### src/rtl/decode_stage_pkg.sv
// rtl/decode_stage_pkg.sv - shared types and opcode constants for the RV32I decode stage
package decode_stage_pkg;

  typedef logic [31:0] t_data;
  typedef logic [4:0]  t_register_index;

  // Reset/illegal values are encoded as 0 so a cleared payload reads as INVALID/NONE/BYTE.
  typedef enum logic [3:0] {
    ALU_OP_INVALID,
    ALU_OP_ADD,
    ALU_OP_SUB,
    ALU_OP_SLT,
    ALU_OP_SLTU,
    ALU_OP_XOR,
    ALU_OP_OR,
    ALU_OP_AND,
    ALU_OP_SHIFT_LEFT,
    ALU_OP_SHIFT_RIGHT,
    ALU_OP_SHIFT_RIGHT_ARITH
  } t_alu_operation;

  typedef enum logic [3:0] {
    BRANCH_NONE,
    BRANCH_EQ,
    BRANCH_NE,
    BRANCH_LT,
    BRANCH_GE,
    BRANCH_LTU,
    BRANCH_GEU,
    BRANCH_JUMP,
    BRANCH_JUMP_REG
  } t_branch_condition;

  typedef enum logic [1:0] {
    MEMORY_SIZE_BYTE,
    MEMORY_SIZE_HALF,
    MEMORY_SIZE_WORD
  } t_memory_size;

  typedef enum logic {
    ST_EMPTY_OR_MAIN,
    ST_SKID_FULL
  } t_skid_state;

  localparam logic [6:0] OPCODE_OP     = 7'b0110011;
  localparam logic [6:0] OPCODE_OP_IMM = 7'b0010011;
  localparam logic [6:0] OPCODE_LUI    = 7'b0110111;
  localparam logic [6:0] OPCODE_AUIPC  = 7'b0010111;
  localparam logic [6:0] OPCODE_JAL    = 7'b1101111;
  localparam logic [6:0] OPCODE_JALR   = 7'b1100111;
  localparam logic [6:0] OPCODE_BRANCH = 7'b1100011;
  localparam logic [6:0] OPCODE_LOAD   = 7'b0000011;
  localparam logic [6:0] OPCODE_STORE  = 7'b0100011;

  typedef struct packed {
    t_register_index   source_register1;
    t_register_index   source_register2;
    t_register_index   destination_register;
    logic              destination_register_write_enable;
    t_alu_operation    alu_operation;
    t_data             immediate;
    logic              use_immediate;
    logic              use_pc;
    t_branch_condition branch_condition;
    logic              memory_read_enable;
    logic              memory_write_enable;
    t_memory_size      memory_size;
    logic              memory_unsigned;
    logic              illegal;
  } t_decoded;

  typedef struct packed {
    t_data    pc;
    t_decoded decoded;
  } t_entry;

endpackage

### src/rtl/decode_stage_instruction_decode.sv
// rtl/decode_stage_instruction_decode.sv - combinational RV32I instruction word to payload decoder
module instruction_decode
  import decode_stage_pkg::*;
(
  input  t_data    i_instruction,
  output t_decoded o_decoded
);

  logic [6:0] opcode;
  logic [2:0] funct3;
  logic [6:0] funct7;
  t_data      imm_i, imm_s, imm_b, imm_u, imm_j, shamt;
  logic       illegal;
  t_decoded   d;

  assign opcode = i_instruction[6:0];
  assign funct3 = i_instruction[14:12];
  assign funct7 = i_instruction[31:25];
  assign imm_i  = {{20{i_instruction[31]}}, i_instruction[31:20]};
  assign imm_s  = {{20{i_instruction[31]}}, i_instruction[31:25], i_instruction[11:7]};
  assign imm_b  = {{20{i_instruction[31]}}, i_instruction[7], i_instruction[30:25], i_instruction[11:8], 1'b0};
  assign imm_u  = {i_instruction[31:12], 12'b0};
  assign imm_j  = {{12{i_instruction[31]}}, i_instruction[19:12], i_instruction[20], i_instruction[30:21], 1'b0};
  assign shamt  = {27'b0, i_instruction[24:20]};

  always_comb begin
    illegal = 1'b0;
    d       = '0;
    case (opcode)
      OPCODE_OP: begin
        d.source_register1                  = i_instruction[19:15];
        d.source_register2                  = i_instruction[24:20];
        d.destination_register              = i_instruction[11:7];
        d.destination_register_write_enable = 1'b1;
        case ({funct7, funct3})
          10'b0000000_000: d.alu_operation = ALU_OP_ADD;
          10'b0100000_000: d.alu_operation = ALU_OP_SUB;
          10'b0000000_001: d.alu_operation = ALU_OP_SHIFT_LEFT;
          10'b0000000_010: d.alu_operation = ALU_OP_SLT;
          10'b0000000_011: d.alu_operation = ALU_OP_SLTU;
          10'b0000000_100: d.alu_operation = ALU_OP_XOR;
          10'b0000000_101: d.alu_operation = ALU_OP_SHIFT_RIGHT;
          10'b0100000_101: d.alu_operation = ALU_OP_SHIFT_RIGHT_ARITH;
          10'b0000000_110: d.alu_operation = ALU_OP_OR;
          10'b0000000_111: d.alu_operation = ALU_OP_AND;
          default:         illegal = 1'b1;
        endcase
      end
      OPCODE_OP_IMM: begin
        d.source_register1                  = i_instruction[19:15];
        d.destination_register              = i_instruction[11:7];
        d.destination_register_write_enable = 1'b1;
        d.use_immediate                     = 1'b1;
        d.immediate                         = imm_i;
        case (funct3)
          3'b000: d.alu_operation = ALU_OP_ADD;
          3'b010: d.alu_operation = ALU_OP_SLT;
          3'b011: d.alu_operation = ALU_OP_SLTU;
          3'b100: d.alu_operation = ALU_OP_XOR;
          3'b110: d.alu_operation = ALU_OP_OR;
          3'b111: d.alu_operation = ALU_OP_AND;
          3'b001: begin
            d.alu_operation = ALU_OP_SHIFT_LEFT;
            d.immediate     = shamt;
            illegal         = (funct7 != 7'b0000000);
          end
          default: begin
            // Bit 30 selects arithmetic; every other imm[11:5] bit must be zero.
            d.alu_operation = funct7[5] ? ALU_OP_SHIFT_RIGHT_ARITH : ALU_OP_SHIFT_RIGHT;
            d.immediate     = shamt;
            illegal         = ((funct7 & 7'b1011111) != 7'b0000000);
          end
        endcase
      end
      OPCODE_LUI, OPCODE_AUIPC: begin
        d.destination_register              = i_instruction[11:7];
        d.destination_register_write_enable = 1'b1;
        d.use_immediate                     = 1'b1;
        d.use_pc                            = (opcode == OPCODE_AUIPC);
        d.alu_operation                     = ALU_OP_ADD;
        d.immediate                         = imm_u;
      end
      OPCODE_JAL: begin
        d.destination_register              = i_instruction[11:7];
        d.destination_register_write_enable = 1'b1;
        d.use_immediate                     = 1'b1;
        d.use_pc                            = 1'b1;
        d.alu_operation                     = ALU_OP_ADD;
        d.immediate                         = imm_j;
        d.branch_condition                  = BRANCH_JUMP;
      end
      OPCODE_JALR: begin
        d.source_register1                  = i_instruction[19:15];
        d.destination_register              = i_instruction[11:7];
        d.destination_register_write_enable = 1'b1;
        d.use_immediate                     = 1'b1;
        d.alu_operation                     = ALU_OP_ADD;
        d.immediate                         = imm_i;
        d.branch_condition                  = BRANCH_JUMP_REG;
        illegal                             = (funct3 != 3'b000);
      end
      OPCODE_BRANCH: begin
        d.source_register1 = i_instruction[19:15];
        d.source_register2 = i_instruction[24:20];
        d.alu_operation    = ALU_OP_SUB;
        d.immediate        = imm_b;
        case (funct3)
          3'b000:  d.branch_condition = BRANCH_EQ;
          3'b001:  d.branch_condition = BRANCH_NE;
          3'b100:  d.branch_condition = BRANCH_LT;
          3'b101:  d.branch_condition = BRANCH_GE;
          3'b110:  d.branch_condition = BRANCH_LTU;
          3'b111:  d.branch_condition = BRANCH_GEU;
          default: illegal = 1'b1;
        endcase
      end
      OPCODE_LOAD: begin
        d.source_register1                  = i_instruction[19:15];
        d.destination_register              = i_instruction[11:7];
        d.destination_register_write_enable = 1'b1;
        d.use_immediate                     = 1'b1;
        d.alu_operation                     = ALU_OP_ADD;
        d.immediate                         = imm_i;
        d.memory_read_enable                = 1'b1;
        d.memory_size                       = t_memory_size'(funct3[1:0]);
        d.memory_unsigned                   = funct3[2];
        case (funct3)
          3'b000, 3'b001, 3'b010, 3'b100, 3'b101: illegal = 1'b0;
          default:                                 illegal = 1'b1;
        endcase
      end
      OPCODE_STORE: begin
        d.source_register1    = i_instruction[19:15];
        d.source_register2    = i_instruction[24:20];
        d.use_immediate       = 1'b1;
        d.alu_operation       = ALU_OP_ADD;
        d.immediate           = imm_s;
        d.memory_write_enable = 1'b1;
        d.memory_size         = t_memory_size'(funct3[1:0]);
        illegal               = (funct3[2] || funct3[1:0] == 2'b11);
      end
      default: illegal = 1'b1;
    endcase
    if (illegal) begin
      d         = '0;
      d.illegal = 1'b1;
    end
  end

  assign o_decoded = d;

endmodule

### src/rtl/decode_stage.sv
// rtl/decode_stage.sv - registered, handshaked RV32I decode stage with optional skid entry and flush
module decode_stage
  import decode_stage_pkg::*;
#(
  parameter bit SKID_ENABLE = 1'b1
) (
  input  logic              i_clk,
  input  logic              i_reset,
  input  logic              i_valid,
  output logic              o_ready,
  input  t_data             i_instruction,
  input  t_data             i_pc,
  input  logic              i_flush,
  output logic              o_valid,
  input  logic              i_ready,
  output t_data             o_pc,
  output t_register_index   o_source_register1,
  output t_register_index   o_source_register2,
  output t_register_index   o_destination_register,
  output logic              o_destination_register_write_enable,
  output t_alu_operation    o_alu_operation,
  output t_data             o_immediate,
  output logic              o_use_immediate,
  output logic              o_use_pc,
  output t_branch_condition o_branch_condition,
  output logic              o_memory_read_enable,
  output logic              o_memory_write_enable,
  output t_memory_size      o_memory_size,
  output logic              o_memory_unsigned,
  output logic              o_illegal
);

  t_decoded    decoded;
  t_entry      incoming;
  t_entry      main_q, main_d, skid_q, skid_d;
  logic        main_valid_q, main_valid_d;
  t_skid_state state_q, state_d;
  logic        in_xfer;

  instruction_decode u_instruction_decode (
    .i_instruction (i_instruction),
    .o_decoded     (decoded)
  );

  assign incoming = '{pc: i_pc, decoded: decoded};
  assign o_ready  = SKID_ENABLE ? (state_q == ST_EMPTY_OR_MAIN) : (!main_valid_q || i_ready);
  assign in_xfer  = i_valid && o_ready && !i_flush;

  always_comb begin
    state_d      = state_q;
    main_valid_d = main_valid_q;
    main_d       = main_q;
    skid_d       = skid_q;
    if (i_flush) begin
      main_valid_d = 1'b0;
      state_d      = ST_EMPTY_OR_MAIN;
    end else if (main_valid_q && !i_ready) begin
      // Main is held: an accepted instruction can only park in the skid entry.
      if (in_xfer && SKID_ENABLE) begin
        skid_d  = incoming;
        state_d = ST_SKID_FULL;
      end
    end else if (state_q == ST_SKID_FULL) begin
      main_d       = skid_q;
      main_valid_d = 1'b1;
      state_d      = ST_EMPTY_OR_MAIN;
    end else begin
      main_valid_d = in_xfer;
      if (in_xfer) main_d = incoming;
    end
  end

  always_ff @(posedge i_clk or posedge i_reset) begin
    if (i_reset) begin
      state_q      <= ST_EMPTY_OR_MAIN;
      main_valid_q <= 1'b0;
      main_q       <= '0;
      skid_q       <= '0;
    end else begin
      state_q      <= state_d;
      main_valid_q <= main_valid_d;
      main_q       <= main_d;
      skid_q       <= skid_d;
    end
  end

  assign o_valid                             = main_valid_q;
  assign o_pc                                = main_q.pc;
  assign o_source_register1                  = main_q.decoded.source_register1;
  assign o_source_register2                  = main_q.decoded.source_register2;
  assign o_destination_register              = main_q.decoded.destination_register;
  assign o_destination_register_write_enable = main_q.decoded.destination_register_write_enable;
  assign o_alu_operation                     = main_q.decoded.alu_operation;
  assign o_immediate                         = main_q.decoded.immediate;
  assign o_use_immediate                     = main_q.decoded.use_immediate;
  assign o_use_pc                            = main_q.decoded.use_pc;
  assign o_branch_condition                  = main_q.decoded.branch_condition;
  assign o_memory_read_enable                = main_q.decoded.memory_read_enable;
  assign o_memory_write_enable               = main_q.decoded.memory_write_enable;
  assign o_memory_size                       = main_q.decoded.memory_size;
  assign o_memory_unsigned                   = main_q.decoded.memory_unsigned;
  assign o_illegal                           = main_q.decoded.illegal;

endmodule

### config.mk
export PLATFORM = sky130hd
export DESIGN_NAME = decode_stage
export DESIGN_NICKNAME = d
export VERILOG_FILES = /design/src/rtl/decode_stage_pkg.sv /design/src/rtl/decode_stage_instruction_decode.sv /design/src/rtl/decode_stage.sv
export SDC_FILE = /design/constraint.sdc
export NUM_CORES = 1
export LEC_CHECK = 0
export BUFFER_PORTS_ARGS = -buffer_cell sky130_fd_sc_hd__clkbuf_2
export CAP_MARGIN = 20
export CORE_UTILIZATION = 56
export DETAILED_ROUTE_END_ITERATION = 8
export PLACE_DENSITY = 0.8
export REMOVE_ABC_BUFFERS = 1
export SKIP_CTS_REPAIR_TIMING = 1
export SLEW_MARGIN = 20
export SYNTH_ARGS = -nofsm -noshare
export SYNTH_HDL_FRONTEND = slang
export SYNTH_SLANG_ARGS = --single-unit
### constraint.sdc
create_clock -name i_clk -period 7.9 [get_ports i_clk]
set_clock_uncertainty 0.2 [all_clocks]
set_input_delay 0.395 -clock i_clk [delete_from_list [all_inputs] [get_ports i_clk]]
set_output_delay 0.395 -clock i_clk [all_outputs]
set_load 0.005 [all_outputs]
======== Yosys cells after proc, flatten, opt, wreduce, memory -nomap -nowiden ========
Index checks and enable logic that the tools add are counted.
storage, ports and cells
  flip-flop bits (word level) ............. 194
  output and inout bits ................... 98
  word-level logic and storage cells ...... 121
  input port bits ......................... 69
operators by class
  reductions and logical operators ........ 27
  bitwise logic cells ..................... 3
  mux-type cells .......................... 31
  equality and inequality tests ........... 28
operators by type and width
  cell                                                               number
  96-bit two-way mux                                                 2
  32-bit case mux with 6 select lines                                1
  64-bit two-way mux                                                 1
  10-bit by 3-bit == test with 1-bit output (second input constant)  4
  4-bit case mux with 10 select lines                                1
  32-bit two-way mux                                                 1
  4-bit case mux with 7 select lines                                 1
  6-bit OR reduction                                                 4
  7-bit by 6-bit == test with 1-bit output (second input constant)   3
  7-bit == test (second input constant)                              3
  10-bit by 2-bit == test with 1-bit output (second input constant)  2
  10-bit by 9-bit == test with 1-bit output (second input constant)  2
  3-bit case mux with 6 select lines                                 1
  4-bit case mux with 4 select lines                                 1
  7-bit by 5-bit == test with 1-bit output (second input constant)   2
  7-bit nonzero test                                                 2
  7-bit OR reduction                                                 2
  1-bit two-way mux                                                  13
  3-bit == test (second input constant)                              4
  4-bit case mux with 3 select lines                                 1
  10-bit by 1-bit == test with 1-bit output (second input constant)  1
  10-bit zero test                                                   1
  5-bit two-way mux                                                  2
  10-bit OR reduction                                                1
  other kinds (21)                                                   33

======== Longest topological paths before layout ========
  depth after elaboration ................. 7
  depth in mapped cells ................... 10
  depth with buffers taken out ............ 5

======== Modules after synthesis ========
A second synthesis with hierarchy kept.
unflattened totals
  cells, all modules ...................... 749
  area, all modules ....................... 9820.7 um2
by module, submodules not included
  module              area each (um2)  cells an instance  instances  sequential area each (um2)
  decode_stage        8394.3           523                1          4854.7
  instruction_decode  1426.4           226                1          0.0

======== Worst setup path after synthesis ========
No wires, ideal clock.
  path type ............................... input to register
  from .................................... input port i_instruction[6]
  to ...................................... register main_q (netlist bit o_immediate[20])
  arrival time ............................ 2.312 ns
  cell stages on the path ................. 10
  slack ................................... 5.314 ns
  path buffers ............................ 5
  required time ........................... 7.626 ns
  setup time .............................. 0.074 ns
  cells stage by stage .................... buf_2 > and3b_1 > buf_6 > o211a_1 > a311o_1 > buf_2 > or4_4 > buf_6 > buf_6 > o21ai_2
between the ends
  word-level cells in the longest chain between the ends .. 6
  elaborated cells on any way between the ends .. 17
  those cells by class .................... eq/ne: 9; mux: 5; reduce/logical: 3
ends and longest elaborated chain
  what                                                                                              line                                    source
  start: declaration                                                                                decode_stage.sv:11                      input t_data i_instruction,
  7-bit by 6-bit == test with 1-bit output (tied with other cells)                                  decode_stage_instruction_decode.sv:29   case (opcode)
  3-bit OR reduction (no line) / 2-bit OR reduction (equally long branches)                         -
  1-bit case mux with 7 select lines / 32-bit case mux with 6 select lines (equally long branches)  decode_stage_instruction_decode.sv:29
  64-bit two-way mux *                                                                              decode_stage_instruction_decode.sv:144  if (illegal) begin
  96-bit two-way mux *                                                                              decode_stage.sv:69                      if (in_xfer) main_d = incoming;
  96-bit two-way mux *                                                                              decode_stage.sv:63                      end else if (state_q == ST_SKID_FULL) begin
  end signal: assignment                                                                            decode_stage.sv:82                      main_q <= main_d;
  end: declaration                                                                                  decode_stage.sv:35                      t_entry main_q, main_d, skid_q, skid_d;
Every way passes the cells marked *; elsewhere a longest branch is shown, timed or not. The select of a mux whose other input is x is not followed.
A chain may end at the register's enable or synchronous reset.

======== Worst setup path in the final report ========
  from .................................... register state_q
  to ...................................... output port o_ready
between the ends
  word-level cells in the longest chain between the ends .. 1
ends and longest elaborated chain
  what                      line                source
  start: declaration        decode_stage.sv:37  t_skid_state state_q, state_d;
  start signal: assignment  decode_stage.sv:80  state_q <= state_d;
  1-bit inverter            decode_stage.sv:46  assign o_ready = SKID_ENABLE ? (state_q == ST_EMPTY_OR_MAIN) : (!main_valid_q || i_ready);
  end: declaration          decode_stage.sv:10  output logic o_ready,
Every way passes these cells.

==> summary by stage <==
Run status
The flow ran to the end, but the final reports show violations. The checks that failed: negative hold slack.

Timing
In this run the tightest slew margin relative to its limit is 30.4%. Setup repair after global routing left no endpoint under its margin. The final count of negative-setup-slack endpoints is 0. Hold timing on the final database bottoms out at a slack of -0.0475 ns. The highest achievable clock rate is 0.315 GHz.

The number of pins with negative max-slew slack in the final report is 0. The worst path meets setup with 4.72 ns of slack. The number of hold violations in the final report is 36. The clock period could shrink to 3.18 ns. For the pin with the worst max-slew slack, the measured transition is 1.04 ns. Dividing the final minimum period by the clock period gives 40.2%.

Synth
The mapped cell area is 9170 µm². The netlist uses 59 different library cells. The cell taking the most area after synthesis is sky130_fd_sc_hd__dfrtp_1. After synthesis, the largest area contributor takes up 53.0% of total cell area. The number of standard cells after synthesis is 988. By area the synthesized netlist is led by sky130_fd_sc_hd__dfrtp_1 (53%), sky130_fd_sc_hd__nand2_1 (10%), sky130_fd_sc_hd__o21ai_0 (5.2%). The synthesized area divided by synthesized cell count is 9.28 µm².

The async set or reset register ratio after synthesis is 100%. The synthesized design contains 194 register bits. The number of warnings issued by yosys is 0. The share of synthesized area occupied by flip-flops and latches is 53.0%.

Among all flip-flop cells after synthesis, the most frequent one is sky130_fd_sc_hd__dfrtp_1. The number of enable-type register cells in the synthesized netlist is 0.

Worst setup path
The number of buffers and inverters on the critical path is 3. In this run the worst setup path begins at state_q$_DFFE_PP0P_. The class of the most critical setup path is reg -> out. The critical-path maximum fanout is 60. At the worst endpoint, the required time is 7.30 ns. The worst setup path is captured at an output port.

The arrival time reported for the critical path endpoint is 2.58 ns. Traced cell by cell, the critical path runs through buf_4 > inv_1 > clkbuf_2. The worst setup path is launched from a register. In this run the critical register-to-register path is launched from state_q$_DFFE_PP0P_. In this design, the stage delay of the slowest critical-path cell is 0.87 ns. The category of cells accounting for the largest share of critical-path delay is buffers and inverters. The critical path's slowest cell is sky130_fd_sc_hd__dfrtp_4.

Layout
The area added between synthesis and finish is 19.4%. Once layout is complete, the utilization of the core stands at 68.6%. The diode insertion count for antenna repair is 0. The final layout contains 1194 nets.

The cell area after layout is 10900 µm². The fraction of layout instances using a drive strength above 1 is 22.4%.

Placed design
The count of port buffers added during placement is 166. At the end of routability-driven placement, the weighted congestion stood at 0.973. The placed instance area is 10000 µm². OpenSTA, run right after detailed placement, puts the worst setup slack at 4.71 ns. The estimated wirelength of the detail-placed design is 15100 µm.

Global route
The total overflow reported by the global router is 0. The number of antenna violations at the first check in global routing was 0. The global-route usage over all layers is 28.5%.

The first global-routing pass estimated 36900 µm of wire. The number of global-route vias before repair is 6976. The pin count of the biggest net entering global routing is 140.

Clocking
The clock tree from TritonCTS is yes. Counting every sink on the clock net gives 194. Clock-pin slew was measured on the worst setup and hold paths at 0.07 ns.

Clock latency on the worst-skew pair, taken at its later pin, is 0.43 ns. The number of buffers between clock root and the deepest sink is 2. The clock tree root buffer cell is sky130_fd_sc_hd__clkbuf_16. The clock buffer count from CTS is 17.

The H-tree was split into 4 levels.

Routing
After detailed routing, the number of remaining DRC violations is 0. The number of DRC markers after the initial detailed-route iteration is 841. Before antenna repair, the detailed router went through 5 iterations. After detailed routing, the number of vias per cell comes to 5.78. The routed design has 23600 µm of wire.

The detailed-route wire length per cell is 17.4 µm. The via count of the routed design is 7832. The count of nets left with antenna violations once routing finished came out at 0.

Pwr
VDD sags by at most 0.147 mV. The areal power density over the cells is 219 nW/µm². In this run the static leakage power is 5.17 nW.

Floorplanning
The I/O pin count is 167. The overall die width is 130 µm. The floorplan step defined a die boundary enclosing 16900 µm². The number of placement rows is 46. The core area is 15900 µm². The floorplan die height is 130 µm. For this configuration, the core starts out at a cell density of 57.5%.

Worst hold path
The worst hold path belongs to the class in -> async.

Flow run
The max capacitance violation total is 0.
## synthesized netlist by cell type (all sizes together) (7+ instances only)
master and instances:
nor2 33, nand2b 8, nand3 23, o21ai 107, clkbuf 65, inv 8, a31o 17, a21oi 43
a22o 15, nand2 251, mux2i 34, nor2b 8, nor3 7, o31ai 40, a31oi 14, dfrtp 194
and3 21, buf 17, and2 9
## registers in the layout (all words and copies together) (netlist names), 2 cells and up
signal / flops
o_alu_operation: 4
o_branch_condition: 4
o_destination_register: 5
o_immediate: 32
o_memory_size: 2
o_pc: 32
o_source_register1: 5
o_source_register2: 5
skid_q: 96
## worst register-to-register path, delay by kind of cell, from the launching register on
kind	cells	cell delay, ns
buf+inv	2	1.08
flops	1	0.87
simple gates	2	0.71
compound gates	1	0.13
## where the power goes
group | internal, mW | leakage [nW] | switching (mW)
Sequential | 1.09 | 2.54 | 0.0554
Combinational | 0.127 | 2.31 | 0.177
Clock | 0.568 | 0.323 | 0.379
Total | 1.79 | 5.17 | 0.611
## cell families (layout without fill, tap and decap cells)
kind of cell,after synthesis,in the layout,share of synthesized area [%]
DFF,194,194,53.0
and+or+nand+nor,389,389,18.9
buffers and inverters,90,240,4.04
AOI/OAI and AO/OA,276,276,19.8
xor gates and xnor gates,1,1,0.0956
muxes,38,38,4.20
## metal layers
layer | GRT usage [%] | routed length, µm | vias to the layer above | share of wire [%]
met3 | 4.26 | 1160 | 34 | 4.9
li1 | - | - | 3741 | -
met2 | 44.4 | 11200 | 284 | 47
met4 | 12.4 | 636 | 0 | 2.7
met5 | 0 | 0 | - | 0
met1 | 40.0 | 10600 | 3773 | 45
## worst paths after layout
check | slack, ns | endpoint | depth (start not counted)
setup reg to reg | 4.77 | o_immediate[26]$_DFFE_PP0P_ | 5
hold / removal | -0.05 | o_pc[7]$_DFFE_PP0P_ | 2
hold reg to reg | 0.27 | skid_q[43]$_DFFE_PP0P_ | 2
min in group i_clk | -0.02 | skid_q[70]$_DFFE_PP0P_ | 3
max in group asynchronous | 6.27 | skid_q[10]$_DFFE_PP0P_ | 3
setup / recovery | 4.72 | o_ready | 3
## cell usage in the layout, fill, tap and decap left out, types with 4 or more instances in the layout
cell and count:
sky130_fd_sc_hd__a21oi_1 43, sky130_fd_sc_hd__a22o_1 15, sky130_fd_sc_hd__a22oi_1 5, sky130_fd_sc_hd__a31o_2 17
sky130_fd_sc_hd__a31oi_1 14, sky130_fd_sc_hd__and2_1 9, sky130_fd_sc_hd__and3_1 20, sky130_fd_sc_hd__buf_4 7
sky130_fd_sc_hd__bufinv_16 4, sky130_fd_sc_hd__clkbuf_16 17, sky130_fd_sc_hd__clkbuf_2 166, sky130_fd_sc_hd__clkbuf_8 4
sky130_fd_sc_hd__dfrtp_1 193, sky130_fd_sc_hd__dlygate4sd3_1 26, sky130_fd_sc_hd__inv_1 7, sky130_fd_sc_hd__mux2_2 4
sky130_fd_sc_hd__mux2i_1 34, sky130_fd_sc_hd__nand2_1 251, sky130_fd_sc_hd__nand2b_1 8, sky130_fd_sc_hd__nand3_1 22
sky130_fd_sc_hd__nand4_1 4, sky130_fd_sc_hd__nor2_1 33, sky130_fd_sc_hd__nor2b_1 8, sky130_fd_sc_hd__nor3_1 6
sky130_fd_sc_hd__nor4_1 4, sky130_fd_sc_hd__o21a_1 5, sky130_fd_sc_hd__o21ai_0 96, sky130_fd_sc_hd__o21ai_2 10
sky130_fd_sc_hd__o22ai_1 5, sky130_fd_sc_hd__o31a_1 4, sky130_fd_sc_hd__o31ai_1 33, sky130_fd_sc_hd__o31ai_2 7
## area by class of cell
type                       instances  area (µm²)
clock buffer                      21         480
clock inverter                    11         174
fill                            1303        5000
inverter                           8        37.5
multi-input combinational        704        3970
sequential                       194        4860
tap                              216         270
timing repair buffer             200        1150
## metrics by stage
stage	TNS [ns]	cells	power (mW)	hold WS, ns
floorplan	-16.82	906	1.32	0.240
global placement	0	1296	1.45	0.251
detailed placement	0	1296	1.46	0.257
CTS	0	1328	2.40	-0.0421
global route	0	1354	2.49	0.00108
finish	0	1354	2.40	-0.0475
Power figures use the tool's default switching activity.
